### config.mk
export PLATFORM = sky130hd
export DESIGN_NAME = fltr_multi_flat
export DESIGN_NICKNAME = d
export VERILOG_FILES = /design/src/rtl/fltr_multi_if.sv /design/src/rtl/fltr_multi.sv /design/src/flat_wrapper.sv
export SDC_FILE = /design/constraint.sdc
export NUM_CORES = 1
export LEC_CHECK = 0
export BUFFER_PORTS_ARGS = -buffer_cell sky130_fd_sc_hd__buf_2
export CELL_PAD_IN_SITES_DETAIL_PLACEMENT = 1
export CELL_PAD_IN_SITES_GLOBAL_PLACEMENT = 1
export CORE_MARGIN = 10
export CORE_UTILIZATION = 45
export CTS_BUF_LIST = sky130_fd_sc_hd__clkbuf_8 sky130_fd_sc_hd__clkbuf_16
export DETAILED_ROUTE_END_ITERATION = 12
export GPL_ROUTABILITY_DRIVEN = 1
export GPL_TIMING_DRIVEN = 1
export MAX_ROUTING_LAYER = met4
export PLACE_DENSITY_LB_ADDON = 0.25
export SYNTH_ARGS = -nofsm -noshare
export SYNTH_HDL_FRONTEND = slang
export SYNTH_SLANG_ARGS = --single-unit
### constraint.sdc
create_clock -name clk -period 3.9 [get_ports clk]
set_input_delay 0.78 -clock clk [delete_from_list [all_inputs] [get_ports clk]]
set_output_delay 0.78 -clock clk [all_outputs]
set_load 0.01 [all_outputs]
### src/rtl/fltr_multi_if.sv
// Bundle of control, sample and result signals for the multi-channel level filter.
interface fltr_multi_if #(
  parameter int unsigned CH    = 4,
  parameter int unsigned CNT_W = 4
);
  logic             en;
  logic [CNT_W-1:0] thr;
  logic [CH-1:0]    in;
  logic [CH-1:0]    out;
  logic [CH-1:0]    rise;
  logic [CH-1:0]    fall;

  modport master (output en, thr, in, input out, rise, fall);
  modport slave  (input en, thr, in, output out, rise, fall);
endinterface

### src/rtl/fltr_multi.sv
// Multi-channel debounce filter: a channel's output follows its synchronised
// input only after the input has disagreed with it for T consecutive enabled
// cycles, with registered rise/fall pulses on each change.
module fltr_multi #(
  parameter int unsigned CH          = 4,
  parameter int unsigned CNT_W       = 4,
  parameter int unsigned SYNC_STAGES = 2,
  parameter bit          RESET_VAL   = 1'b0
) (
  input logic        clk,
  input logic        reset,
  fltr_multi_if.slave bus
);

  typedef enum logic {ST_STABLE, ST_PENDING} ch_st_e;

  logic [CH-1:0]    samp;
  logic [CNT_W-1:0] thr_m1;
  logic [CH-1:0]    out_q, out_d;
  logic [CH-1:0]    rise_q, rise_d;
  logic [CH-1:0]    fall_q, fall_d;
  logic [CNT_W-1:0] cnt_q [CH];
  logic [CNT_W-1:0] cnt_d [CH];
  ch_st_e           st_c  [CH];

  // Input synchroniser; frozen while disabled, bypassed when no stages.
  generate
    if (SYNC_STAGES == 0) begin : g_nosync
      assign samp = bus.in;
    end else begin : g_sync
      logic [CH-1:0] sync_q [SYNC_STAGES];

      // Shift raw inputs through the synchroniser chain.
      always_ff @(posedge clk) begin
        if (!reset) begin
          for (int k = 0; k < int'(SYNC_STAGES); k++) sync_q[k] <= {CH{RESET_VAL}};
        end else if (bus.en) begin
          sync_q[0] <= bus.in;
          for (int k = 1; k < int'(SYNC_STAGES); k++) sync_q[k] <= sync_q[k-1];
        end
      end

      assign samp = sync_q[SYNC_STAGES-1];
    end
  endgenerate

  // Effective threshold minus one; thr of zero behaves as one.
  assign thr_m1 = ((bus.thr == '0) ? CNT_W'(1) : bus.thr) - CNT_W'(1);

  // Per-channel next state: count disagreement, flip once the run reaches T.
  always_comb begin
    out_d  = out_q;
    rise_d = '0;
    fall_d = '0;
    cnt_d  = cnt_q;
    for (int i = 0; i < int'(CH); i++) begin
      st_c[i] = (samp[i] == out_q[i]) ? ST_STABLE : ST_PENDING;
      if (bus.en) begin
        case (st_c[i])
          ST_STABLE: cnt_d[i] = '0;
          ST_PENDING: begin
            if (cnt_q[i] >= thr_m1) begin
              out_d[i]  = samp[i];
              cnt_d[i]  = '0;
              rise_d[i] = samp[i];
              fall_d[i] = ~samp[i];
            end else begin
              cnt_d[i] = cnt_q[i] + CNT_W'(1);
            end
          end
          default: cnt_d[i] = '0;
        endcase
      end
    end
  end

  // State and output registers.
  always_ff @(posedge clk) begin
    if (!reset) begin
      out_q  <= {CH{RESET_VAL}};
      rise_q <= '0;
      fall_q <= '0;
      for (int i = 0; i < int'(CH); i++) cnt_q[i] <= '0;
    end else begin
      out_q  <= out_d;
      rise_q <= rise_d;
      fall_q <= fall_d;
      cnt_q  <= cnt_d;
    end
  end

  assign bus.out  = out_q;
  assign bus.rise = rise_q;
  assign bus.fall = fall_q;

endmodule
### src/flat_wrapper.sv
// flat-port wrapper written by rule: the top's interface ports become plain ports
module fltr_multi_flat 
#(
  parameter int unsigned CH          = 4,
  parameter int unsigned CNT_W       = 4,
  parameter int unsigned SYNC_STAGES = 2,
  parameter bit          RESET_VAL   = 1'b0
)
  (clk, reset, bus_en, bus_thr, bus_in, bus_out, bus_rise, bus_fall);
  fltr_multi_if #(.CH(CH), .CNT_W(CNT_W)) bus_i ();
  input logic clk;
  input logic reset;
  input wire logic [$bits(bus_i.en)-1:0] bus_en;
  input wire logic [$bits(bus_i.thr)-1:0] bus_thr;
  input wire logic [$bits(bus_i.in)-1:0] bus_in;
  output wire logic [$bits(bus_i.out)-1:0] bus_out;
  output wire logic [$bits(bus_i.rise)-1:0] bus_rise;
  output wire logic [$bits(bus_i.fall)-1:0] bus_fall;
  assign bus_i.en = bus_en;
  assign bus_i.thr = bus_thr;
  assign bus_i.in = bus_in;
  assign bus_out = bus_i.out;
  assign bus_rise = bus_i.rise;
  assign bus_fall = bus_i.fall;
  fltr_multi #(.CH(CH), .CNT_W(CNT_W), .SYNC_STAGES(SYNC_STAGES), .RESET_VAL(RESET_VAL)) u_core (.clk(clk), .reset(reset), .bus(bus_i));
endmodule
== Word-level counts from Yosys, hierarchy flattened ==
Memory sizes are Yosys's and may differ from the RTL's.
Index checks and enable logic that the tools add are counted.

* Add/sub/neg operators: 5
* Multiplexer cells: 19
* Equal/unequal tests: 4
* Reductions and logical operators: 9
* $lt $le $gt $ge: 4
* Bitwise logic cells: 16

{| class="wikitable"
|+ Operators by type and width
! cell !! number
|-
| $pmux 4 s2 || 4
|-
| $mux 4 || 7
|-
| $add 4x1->4 const B || 4
|-
| $ge 4x4->1 || 4
|-
| $reduce_or 4->1 || 4
|-
| $not 1->1 || 14
|-
| $reduce_and 3->1 || 4
|-
| $mux 1 || 8
|-
| $eq 1x1->1 || 4
|-
| $logic_not 4->1 || 1
|-
| $sub 4x1->4 const B || 1
|-
| $or 1x1->1 || 2
|}

* Output and inout bits: 12
* RAM bits: 8
* Logic and storage cells: 74
* Bits in registers: 28
* Bits of input ports: 11
* Memories kept: 1

{| class="wikitable"
|+ Memory list
! name !! depth !! bits a word !! rd ports !! clocked after Yosys merged registers in !! wr ports !! line !! RTL
|-
| u_core.g_sync.sync_q || 2 || 4 || 2 || 0 || 2 || fltr_multi.sv:31 || <nowiki>logic [CH-1:0] sync_q [SYNC_STAGES];</nowiki>
|}

== Depth between registers and ports, before layout ==
Gate-level depths: netlist of the first run.

* Depth after elaboration: 6
* Depth in mapped cells: 10
* Depth with buffers taken out: 10

== Least setup slack after synthesis of the first run ==
Ideal clock, no wire load.

* Path type: input port to flip-flop
* Start: in bus_thr[1]
* End: reg u_core.cnt_q[2] (netlist name)
* Setup slack: 1,073 ps
* Data required time: 3,841 ps
* Path buffers: 0
* Stages: 10
* Library setup time: 59 ps
* Arrival time: 2,768 ps
* Cell sequence: nor3_1 > nor2_1 > ha_1 > xnor2_1 > ha_1 > a21oi_1 > o21ai_1 > maj3_4 > o31ai_1 > a22o_1

* Word-level cells in the longest chain between the ends: 6

{| class="wikitable"
|+ Ends and longest elaborated chain
! item !! line !! RTL
|-
| start: declaration || flat_wrapper.sv:14 || <nowiki>input wire logic [$bits(bus_i.thr)-1:0] bus_thr;</nowiki>
|-
| $logic_not 4->1 || fltr_multi.sv:48 || <nowiki>assign thr_m1 = ((bus.thr == '0) ? CNT_W'(1) : bus.thr) - CNT_W'(1);</nowiki>
|-
| $mux 4 * || fltr_multi.sv:48 ||
|-
| $sub 4x1->4 * || fltr_multi.sv:48 ||
|-
| $ge 4x4->1 * || fltr_multi.sv:62 || <nowiki>if (cnt_q[i] >= thr_m1) begin</nowiki>
|-
| $mux 4 * || fltr_multi.sv:62 ||
|-
| $pmux 4 s2 * || fltr_multi.sv:59 || <nowiki>case (st_c[i])</nowiki>
|-
| end signal: assignment || fltr_multi.sv:88 || <nowiki>cnt_q <= cnt_d;</nowiki>
|-
| end: declaration || fltr_multi.sv:22 || <nowiki>logic [CNT_W-1:0] cnt_q [CH];</nowiki>
|}

Mark *: on every way between the ends. The rest lies on a longest branch, timed or not.
A chain may end at the register's enable or synchronous reset.

== Worst setup path in the final report of the first run ==
Same ends and word-level chain as after synthesis.

==> impl_metrics.csv, run 1 <==
group,metric,value,unit
yosys,post_synth.cell_area_avg,9.722,µm²
placement,dp_hpwl,3.228,mm
critical_path,worst-path-max-fanout,6,
critical_path,path_class,"in2reg",
detailed_routing,drt_pre_antenna_iters,4,
yosys,synth_warnings,0,
floorplanning,die_w,83.56,µm
timing,holdWs,0.5014,ns
timing,rsz0062_at_grt,"no",
layout,nets,239,
layout,n_antenna_cell,0,
critical_path,worst_setup_path_start_kind,"input port",
yosys,synthesis.area,1818,µm²
critical_path,crit_slowest_cell,"xnor2_1",
yosys,syn_nets,215,
yosys,synth.area.top_cells,"dfxtp_1 31%, edfxtp_1 13%, ha_1 12%",
yosys,yosysTopAreaCell,"dfxtp_1",
clock_network,htree_levels,2,
yosys,synthTopCellsByCount,"28 x dfxtp_1, 22 x nand2_1, 17 x ha_1",
clock_network,cts_tree,"done",
critical_path,end_kind,"flip-flop",
yosys,ys.flop_type,"dfxtp_1",
floorplanning,placementRows,23,
critical_path,crit_family,"adder cells",
grt,grt_use_total,12.68,%
critical_path,r2r-start,"u_core.cnt_q[0]$_SDFFE_PN0P_",
power,powerDensity,350.7,nW/µm²
timing,tightest_slew,0.4942,ns
yosys,synth.distinct_cells,31,
timing,maxSlewViolCount,0,
critical_path,crit_path_start,"bus_thr[1]",
clock_network,ctsResizeCount,0,
timing,timing.final.crit_share,76.95,%
detailed_routing,wire_per_inst,15.60,µm
critical_path,path_common_cell,"ha_1",
worst_hold_path,holdCritPathClass,"reg2reg",
layout,drive_above_1_share,16.98,%
timing,hold_viol,0,
critical_path,worst-path-buf-inv,1,
detailed_routing,vias_per_cell,5.573,
critical_path,worst_ep_required_time,4.13,ns
floorplanning,die_h,83.56,µm
clock_network,cts-root-buf,"clkbuf_8",
floorplanning,core,3943,µm²
floorplanning,pin_count,23,
yosys,ys_ff_latch,36,
clock_network,cts_setup_buffers,0,
placement,finalWeightedCongestion,0.8688,
timing,fmax,0.3332,GHz
power,power.total,0.7197,mW
critical_path,max_stage_delay,0.40,ns
critical_path,cp_cell_sequence,"buf_2, nor3_1, nor2_1, ha_1, xnor2_1, ha_1, a21oi_1, o21ai_1, maj3_4, o31ai_1, a22o_1",
timing,fin_crit,3.001,ns
detailed_routing,num_vias,1460,
clock_network,hold_buffers,0,
clock_network,clock_path_buffers,2,
detailed_routing,postRouteAntennaNets,0,
detailed_routing,drt_iter0_drc,19,
power,vdd_drop_max,0.2583,mV
clock_network,clkSinkCount,36,
grt,grt_pass1_vias,1568,
timing,finalClockSkew,0.002106,ns
critical_path,arrival,3.23,ns
yosys,synth-async-reset-ratio,0,%
floorplanning,start_util,46.11,%
power,p_leak,0.9679,nW
critical_path,reg2regPathDepth,7,
clock_network,clkLatencyLatePin,0.28,ns
yosys,synth_enable_flop_cells,8,
timing,slew_headroom,67.05,%
detailed_routing,wl,4.086,mm
critical_path,crit_end,"u_core.cnt_q[2]$_SDFFE_PN0P_",
clock_network,clkTransAtPathRegs,0.07,ns
grt,grt_pass1_wl,7.286,mm
yosys,yosys.cell_count.top_type,"dfxtp_1",
critical_path,r2r_slack,2.09,ns
floorplanning,dieArea,6982,µm²
detailed_routing,drc,0,
yosys,netlist_instances,187,
critical_path,r2r-end,"u_core.cnt_q[2]$_SDFFE_PN0P_",
critical_path,cp.depth,11,
timing,tns,0,ns
yosys,yosys.area.top_type_share,30.83,%
job,maxCapViolations,0,
placement,io_buffer_count,22,
layout,area_growth,12.87,%
yosys,seq_area_frac_synth,44.05,%
grt,antenna_found_initial,0,
grt,overflow,0,
grt,grt_max_degree,20,
status,outcome,"finished, final reports clean",
timing,setup_violations,0,
clock_network,cts_buffers,5,
[cell type report]
cell class	count	area, µm²
repair buffers	23	117.6
flip-flops and latches	36	800.8
well taps	50	62.56
fillers	450	1891
multi-input cells	139	968.4
clock buffers	5	68.82
inverters	6	22.52
clock inverters	3	11.26
[where the power goes]
group | internal [mW] | switching [mW] | leakage (nW)
clock | 0.119 | 0.123 | 0.0482
combinational | 0.0296 | 0.0497 | 0.607
sequential | 0.391 | 0.00721 | 0.313
total | 0.540 | 0.180 | 0.968
[cell usage in the layout (no fill, tap or decap), drive strengths merged]
master / netlist / final
nor3b: 5 / 5
nor2b: 6 / 6
dfxtp: 28 / 28
and2: 1 / 1
nand3: 3 / 3
xor2: 4 / 4
o31ai: 3 / 3
inv: 6 / 8
ha: 17 / 17
edfxtp: 8 / 8
xnor2: 1 / 1
nor3: 1 / 1
a31oi: 3 / 3
o211ai: 3 / 3
a41o: 4 / 4
nand2: 22 / 22
nand4: 1 / 1
nor2: 11 / 11
clkinv: 0 / 1
maj3: 1 / 1
nand2b: 9 / 9
clkbuf: 3 / 5
a21o: 6 / 6
nor4: 1 / 1
a22o: 5 / 5
buf: 3 / 23
a21oi: 8 / 8
o21ai: 15 / 15
and3: 9 / 9
[flip-flops by register name, summed over array words and instances, names as in the netlist]
name                  cells
u_core.bus.rise           4
u_core.g_sync.sync_q      8
u_core.bus.out            4
u_core.bus.fall           4
u_core.cnt_q             16
[layer usage]
| metal | track usage, % | routed length, µm |
|---|---|---|
| met5 | - | 0 |
| met4 | 4.566 | 67 |
| met3 | 3.809 | 144 |
| met2 | 21.39 | 2108 |
| met1 | 13.75 | 1765 |
[worst min-delay path by stage]
| stage | from | end | slack [ns] | depth (start not counted) |
|---|---|---|---|---|
| floorplan | u_core.cnt_q[3]$_SDFFE_PN0P_ | u_core.cnt_q[3]$_SDFFE_PN0P_ | 0.46 | 1 |
| global placement | u_core.cnt_q[3]$_SDFFE_PN0P_ | u_core.cnt_q[3]$_SDFFE_PN0P_ | 0.48 | 1 |
| detailed placement | u_core.cnt_q[3]$_SDFFE_PN0P_ | u_core.cnt_q[3]$_SDFFE_PN0P_ | 0.49 | 1 |
| CTS | u_core.cnt_q[3]$_SDFFE_PN0P_ | u_core.cnt_q[3]$_SDFFE_PN0P_ | 0.50 | 1 |
| global route | u_core.bus.out[3]$_SDFFE_PN0P_ | u_core.bus.rise[3]$_SDFF_PP0_ | 0.54 | 1 |
| finish | u_core.cnt_q[3]$_SDFFE_PN0P_ | u_core.cnt_q[3]$_SDFFE_PN0P_ | 0.50 | 1 |
[logic make-up (layout without fill, tap and decap cells)]
| kind of cell | Yosys count | after routing | synth area share (%) |
|---|---|---|---|
| simple gates | 69 | 69 | 19.27 |
| compound gates | 47 | 47 | 19.13 |
| fa+ha+maj | 18 | 18 | 12.46 |
| buf+inv | 12 | 37 | 2.684 |
| flops | 36 | 36 | 44.05 |
| xor+xnor | 5 | 5 | 2.409 |
[stage by stage]
stage / instance area (µm²) / worst slack [ns] / util, % / std cells
after floorplan: 1818 / 1.073 / - / 187
after global placement: 1972 / 0.7868 / 50.02 / 254
after detailed placement: 1972 / 0.5990 / 50.02 / 254
after CTS: 2052 / 0.8784 / 52.05 / 262
after global routing: 2052 / 0.7357 / 52.05 / 262
final: 2052 / 0.8990 / 52.05 / 262
[worst reg2reg max path, stage by stage (launching register included)]
cell	delay (ns)
dfxtp_1	0.42
inv_1	0.07
ha_1	0.27
nor2b_1	0.12
o21ai_1	0.13
maj3_4	0.39
o31ai_1	0.21
a22o_1	0.15
Note: power is estimated with default switching activity, not from simulation.
==> inputs of run 2 (changes only) <==
--- a/config.mk
+++ b/config.mk
@@ -9,7 +9,7 @@
 export CELL_PAD_IN_SITES_DETAIL_PLACEMENT = 1
 export CELL_PAD_IN_SITES_GLOBAL_PLACEMENT = 1
 export CORE_MARGIN = 10
-export CORE_UTILIZATION = 45
+export CORE_UTILIZATION = 40
 export CTS_BUF_LIST = sky130_fd_sc_hd__clkbuf_8 sky130_fd_sc_hd__clkbuf_16
 export DETAILED_ROUTE_END_ITERATION = 12
 export GPL_ROUTABILITY_DRIVEN = 1
==> constraint.sdc (replaced) <==
create_clock -name clk -period 2.5 [get_ports clk]
set_input_delay 0.5 -clock clk [delete_from_list [all_inputs] [get_ports clk]]
set_output_delay 0.5 -clock clk [all_outputs]
set_load 0.01 [all_outputs]
==> run 2 against run 1 <==
Effect of this change:
- flip-flop and latch count did not move
- wire length rose by 5.6%
- total power rose by 60%
- global-route usage fell by 0.47 points
- register-to-register slack got worse by 1.4 ns
- clock power rose by 61%
- critical path depth did not move
- first-iteration DRC count rose to 3.1 times the previous value
- clock-buffer cell count did not move
- hold slack got worse by 0.00093 ns
==> impl_metrics.csv, run 2 (synthesized netlist as in run 1, its figures left out) <==
group,metric,value,unit
status,outcome,"finished, final reports clean",
clock_network,cts-root-buf,"clkbuf_8",
worst_hold_path,hold_end,"u_core.bus.fall[1]$_SDFF_PP0_",
layout,final_util,48.74,%
power,p_int,0.8565,mW
placement,finalWeightedCongestion,0.7785,
floorplanning,core,4384,µm²
detailed_routing,vias_per_cell,5.438,
floorplanning,die_h,87.42,µm
detailed_routing,drc,0,
critical_path,cp_cell_sequence,"buf_2, nor3_2, nor2_1, ha_1, xnor2_2, ha_1, a21oi_1, o21ai_1, maj3_4, o31ai_2, a22o_1",
timing,tightest_slew,0.4905,ns
layout,final_cell_mix,"28 x dfxtp_1, 22 x nand2_1, 22 x buf_2, 17 x ha_1",
worst_hold_path,min_from,"u_core.bus.out[1]$_SDFFE_PN0P_",
floorplanning,die_w,87.42,µm
timing,tns,0,ns
timing,timing.final.crit_share,93.87,%
power,powerDensity,539.1,nW/µm²
layout,nets,247,
timing,maxSlewViolCount,0,
layout,drive_above_1_share,21.82,%
critical_path,worst-path-max-fanout,6,
layout,top_regs,"u_core.cnt_q (16), u_core.g_sync.sync_q (8)",
timing,finalClockSkew,0.004014,ns
detailed_routing,drt_pre_antenna_iters,4,
timing,slew_headroom,67.26,%
timing,hold_viol,0,
layout,area_growth,17.55,%
layout,largest_reg_flops,16,
power,clockPowerShare,33.7,%
placement,io_buffer_count,22,
layout,fill_cells,513,
grt,grt_use_total,12.21,%
clock_network,htree_levels,2,
grt,grt_pass1_wl,7.251,mm
placement,dp_hpwl,3.272,mm
detailed_routing,postRouteAntennaNets,0,
critical_path,max_stage_delay,0.39,ns
clock_network,cts_setup_buffers,0,
power,vdd_drop_max,0.2826,mV
clock_network,clkSinkCount,36,
power,p_switching,0.2955,mW
worst_hold_path,holdCritPathClass,"reg2reg",
timing,final.setup.worst_slack,0.1533,ns
critical_path,path_common_cell,"ha_1",
grt,grt_max_degree,20,
detailed_routing,wl,4.314,mm
critical_path,end_kind,"flip-flop",
critical_path,r2r_slack,0.71,ns
power,p_leak,1.014,nW
critical_path,r2r-end,"u_core.cnt_q[2]$_SDFFE_PN0P_",
grt,antenna_found_initial,0,
layout,final_common_cell,"dfxtp_1",
critical_path,arrival,2.58,ns
floorplanning,start_util,41.47,%
clock_network,clkLatencyLatePin,0.29,ns
layout,largest_register,"u_core.cnt_q",
placement,place_inst,264,
critical_path,crit_slowest_cell,"maj3_4",
critical_path,reg2regPathDepth,7,
layout,n_antenna_cell,0,
floorplanning,placementRows,24,
layout,multi_input_area,991.0,µm²
power,p_comb_share,12.4,%
floorplanning,dieArea,7641,µm²
clock_network,clkTransAtPathRegs,0.07,ns
critical_path,worst_setup_path_start_kind,"input port",
critical_path,path_class,"in2reg",
critical_path,worst_ep_required_time,2.73,ns
grt,overflow,0,
detailed_routing,wire_per_inst,15.86,µm
layout,instances_no_fill,272,
placement,pre_cts_ws,-0.2342,ns
layout,register_area,800.8,µm²
floorplanning,pin_count,23,
grt,grt_pass1_vias,1604,
timing,fmax,0.4261,GHz
timing,fin_crit,2.347,ns
detailed_routing,num_vias,1479,
timing,setup_violations,0,
critical_path,r2r-start,"u_core.cnt_q[0]$_SDFFE_PN0P_",
clock_network,cts_tree,"done",
clock_network,clock_path_buffers,2,
power,swShare,25.65,%
power,seq_power_share,53.9,%
detailed_routing,drt_iter0_drc,59,
clock_network,cts_buffers,5,
job,maxCapViolations,0,
worst_hold_path,hold_depth,2,
run 2: changes by cell type in the layout (fill, tap and decap cells not counted), sizes merged:
| cell | previous run | this run |
|---|---|---|
| buf | 23 | 31 |
run 2: timing repair:
item / CTS / global route
gates resized for setup: 0 / 3
hold buffers: 0 / 0
setup endpoints to repair: 0 / 5
run 2: per-layer routing:
metal	GRT usage, %	vias to the layer above	routed length, µm	share of wire [%]
li1	-	736	-	-
met1	12.50	719	1807	42
met2	21.49	18	2328	54
met3	3.371	6	114	2.6
met4	4.783	0	63	1.5
met5	-	-	0	0
run 2: layout make-up:
class                   count  share of cell area (%)
flip-flops and latches     36                   37.47
inverters                   6                   1.054
well taps                  52                   3.044
clock buffers               5                   3.220
clock inverters             3                  0.5269
multi-input cells         139                   46.37
repair buffers             31                   8.314
run 2: worst max path at each step:
stage          slack (ns)        from                            to
2_1_floorplan        0.02  bus_thr[1]  u_core.cnt_q[2]$_SDFFE_PN0P_
3_3_place_gp        -0.14  bus_thr[1]  u_core.cnt_q[2]$_SDFFE_PN0P_
3_5_place_dp        -0.23  bus_thr[1]  u_core.cnt_q[2]$_SDFFE_PN0P_
4_1_cts              0.06  bus_thr[1]  u_core.cnt_q[2]$_SDFFE_PN0P_
5_1_grt             -0.02  bus_thr[1]  u_core.cnt_q[2]$_SDFFE_PN0P_
6_report             0.15  bus_thr[1]  u_core.cnt_q[2]$_SDFFE_PN0P_
run 2: power groups by stage:
stage               combinational, mW  sequential, mW  clock (mW)
floorplan                      0.0884           0.631           0
global placement                0.134           0.632           0
detailed placement              0.142           0.634           0
CTS                             0.144           0.620       0.405
global route                    0.162           0.622       0.430
finish                          0.143           0.621       0.389
run 2: metrics by stage:
stage	power [mW]	area [µm²]	hold slack, ns
6_report	1.152	2137	0.5005
5_1_grt	1.214	2137	0.5339
4_1_cts	1.169	2122	0.5122
3_5_place_dp	0.7756	2042	0.4997
3_3_place_gp	0.7659	2042	0.4775
2_1_floorplan	0.7195	1826	0.4575
run 2: worst max-delay path, delay by kind of cell:
family,cells,cell delay [ns]
AO/OA/AOI/OAI,4,0.62
XOR/XNOR,1,0.23
adder cells (fa/ha/maj),3,0.89
buffers and inverters,1,0.11
AND/OR/NAND/NOR,2,0.22
==> inputs of run 3 (changes only) <==
--- a/config.mk
+++ b/config.mk
@@ -6,6 +6,7 @@
 export NUM_CORES = 1
 export LEC_CHECK = 0
 export BUFFER_PORTS_ARGS = -buffer_cell sky130_fd_sc_hd__buf_2
+export CAP_MARGIN = 20
 export CELL_PAD_IN_SITES_DETAIL_PLACEMENT = 1
 export CELL_PAD_IN_SITES_GLOBAL_PLACEMENT = 1
 export CORE_MARGIN = 10
@@ -16,6 +17,8 @@
 export GPL_TIMING_DRIVEN = 1
 export MAX_ROUTING_LAYER = met4
 export PLACE_DENSITY_LB_ADDON = 0.25
+export RECOVER_POWER = 100
+export SLEW_MARGIN = 20
 export SYNTH_ARGS = -nofsm -noshare
 export SYNTH_HDL_FRONTEND = slang
 export SYNTH_SLANG_ARGS = --single-unit
==> run 3 against run 2 <==
Effect of this change:
- clock power is essentially flat
- register-to-register slack lost 0.02 ns
- global-route usage is the same
- final cell count is the same
- largest cell class unchanged
- first-iteration DRC count shrank 17%
- via count shrank 0.47%
- clock-buffer cell count is the same
- critical path type unchanged
- combinational power shrank 3%
- largest power group unchanged
- fmax grew 0.45%
- wire length shrank 0.19%
==> impl_metrics.csv, run 3 (synthesized netlist as in run 1, its figures left out) <==
group,metric,value,unit
status,outcome,"finished, final reports clean",
layout,instances_no_fill,272,
floorplanning,pin_count,23,
layout,nets,247,
critical_path,r2r-start,"u_core.cnt_q[8]$_SDFFE_PN0P_",
critical_path,worst-path-max-fanout,6,
detailed_routing,drc,0,
detailed_routing,postRouteAntennaNets,0,
grt,grt_pass1_wl,7.251,mm
grt,grt_pass1_vias,1604,
detailed_routing,drt_pre_antenna_iters,4,
timing,slew_headroom,55.78,%
clock_network,clock_path_buffers,2,
placement,dpl_cell_area,2042,µm²
power,p_leak,0.9498,nW
timing,setup_violations,0,
worst_hold_path,holdCritPathClass,"reg2reg",
layout,multi_input_area,974.7,µm²
layout,final_util,47.97,%
layout,drive_above_1_share,13.64,%
detailed_routing,wire_per_inst,15.83,µm
detailed_routing,drt_iter0_drc,49,
layout,final_cell_mix,"28 x dfxtp_1, 22 x nand2_1, 17 x ha_1, 14 x clkbuf_1",
floorplanning,start_util,41.47,%
grt,overflow,0,
floorplanning,core,4384,µm²
placement,io_buffer_count,22,
timing,final.setup.worst_slack,0.1638,ns
grt,antenna_found_initial,0,
layout,n_antenna_cell,0,
floorplanning,die_w,87.42,µm
critical_path,r2r_slack,0.69,ns
critical_path,worst_ep_required_time,2.73,ns
timing,hold_viol,0,
critical_path,reg2regPathDepth,8,
floorplanning,placementRows,24,
clock_network,hold_buffers,0,
floorplanning,die_h,87.42,µm
timing,maxSlewViolCount,0,
layout,top_regs,"u_core.cnt_q (16), u_core.g_sync.sync_q (8)",
power,power.total,1.146,mW
detailed_routing,num_vias,1472,
grt,grt_max_degree,20,
timing,fin_crit,2.336,ns
detailed_routing,wl,4.306,mm
clock_network,htree_levels,2,
power,powerDensity,544.7,nW/µm²
clock_network,cts_setup_buffers,0,
critical_path,worst_setup_path_start_kind,"input port",
clock_network,clkSinkCount,36,
grt,grt_use_total,12.21,%
job,maxCapViolations,0,
layout,area_growth,15.69,%
critical_path,arrival,2.57,ns
clock_network,clkTransAtPathRegs,0.07,ns
detailed_routing,vias_per_cell,5.412,
placement,finalWeightedCongestion,0.7785,
layout,final_common_cell,"dfxtp_1",
timing,holdWs,0.5037,ns
clock_network,cts_tree,"done",
clock_network,clkLatencyLatePin,0.29,ns
critical_path,crit_end,"u_core.cnt_q[2]$_SDFFE_PN0P_",
layout,fill_cells,524,
critical_path,path_class,"in2reg",
critical_path,r2r-end,"u_core.bus.out[1]$_SDFFE_PN0P_",
clock_network,cts-root-buf,"clkbuf_8",
clock_network,cts_buffers,5,
timing,timing.final.crit_share,93.45,%
floorplanning,dieArea,7641,µm²
clock_network,ctsResizeCount,0,
timing,tns,0,ns
timing,finalClockSkew,0.003070,ns
placement,place_inst,264,
layout,largest_reg_flops,16,
layout,largest_register,"u_core.cnt_q",
power,vdd_drop_max,0.2823,mV
critical_path,end_kind,"flip-flop",
layout,register_area,800.8,µm²
timing,tightest_slew,0.6633,ns
critical_path,crit_path_start,"bus_thr[1]",
placement,pre_cts_ws,-0.2342,ns
placement,dp_hpwl,3.272,mm
layout,final_cell_area,2103,µm²
timing,fmax,0.4280,GHz
## run 3: changes by cell type in the layout (fill, tap and decap cells not counted), sizes merged
cell	delta
buf	-15
clkbuf	+15
## run 3: routing by layer
metal / global-route usage (%) / share of wire [%] / vias up / wire length [µm]
met5: - / 0 / - / 0
met4: 4.783 / 1.5 / 0 / 63
met2: 21.49 / 54 / 20 / 2322
li1: - / - / 734 / -
met1: 12.50 / 42 / 712 / 1799
met3: 3.371 / 2.8 / 6 / 121
## run 3: critical path, cell delays in order
cell      delay (ns)
clkbuf_1        0.09
nor3_2          0.16
nor2_1          0.07
ha_1            0.21
xnor2_2         0.23
ha_1            0.29
a21oi_1         0.14
o21ai_1         0.11
maj3_4          0.39
o31ai_2         0.21
a22o_1          0.16
## run 3: where the power goes
| part | leakage, nW | internal [mW] | switching, mW | total [mW] |
|---|---|---|---|---|
| clock network | 0.0482 | 0.186 | 0.201 | 0.387 |
| registers | 0.313 | 0.610 | 0.0108 | 0.621 |
| logic | 0.588 | 0.0584 | 0.0798 | 0.138 |
| total | 0.950 | 0.854 | 0.292 | 1.15 |
## run 3: layout make-up
cell class,instances,area share [%]
clock buffers,5,3.272
clock inverters,3,0.5354
inverters,6,1.071
multi-input cells,139,46.34
flip-flops and latches,36,38.07
well taps,52,3.093
repair buffers,31,7.615
## run 3: how the worst min path moves through the flow
stage,startpoint,endpoint,slack (ns),cells after the start
2_1_floorplan,u_core.cnt_q[3]$_SDFFE_PN0P_,u_core.cnt_q[3]$_SDFFE_PN0P_,0.46,1
3_3_place_gp,u_core.cnt_q[3]$_SDFFE_PN0P_,u_core.cnt_q[3]$_SDFFE_PN0P_,0.48,1
3_5_place_dp,u_core.bus.out[1]$_SDFFE_PN0P_,u_core.bus.fall[1]$_SDFF_PP0_,0.50,2
4_1_cts,u_core.bus.out[1]$_SDFFE_PN0P_,u_core.bus.fall[1]$_SDFF_PP0_,0.51,2
5_1_grt,bus_in[2],u_core.g_sync.sync_q[0][2]$_SDFFCE_PN0P_,0.53,2
6_report,u_core.bus.out[1]$_SDFFE_PN0P_,u_core.bus.fall[1]$_SDFF_PP0_,0.50,2
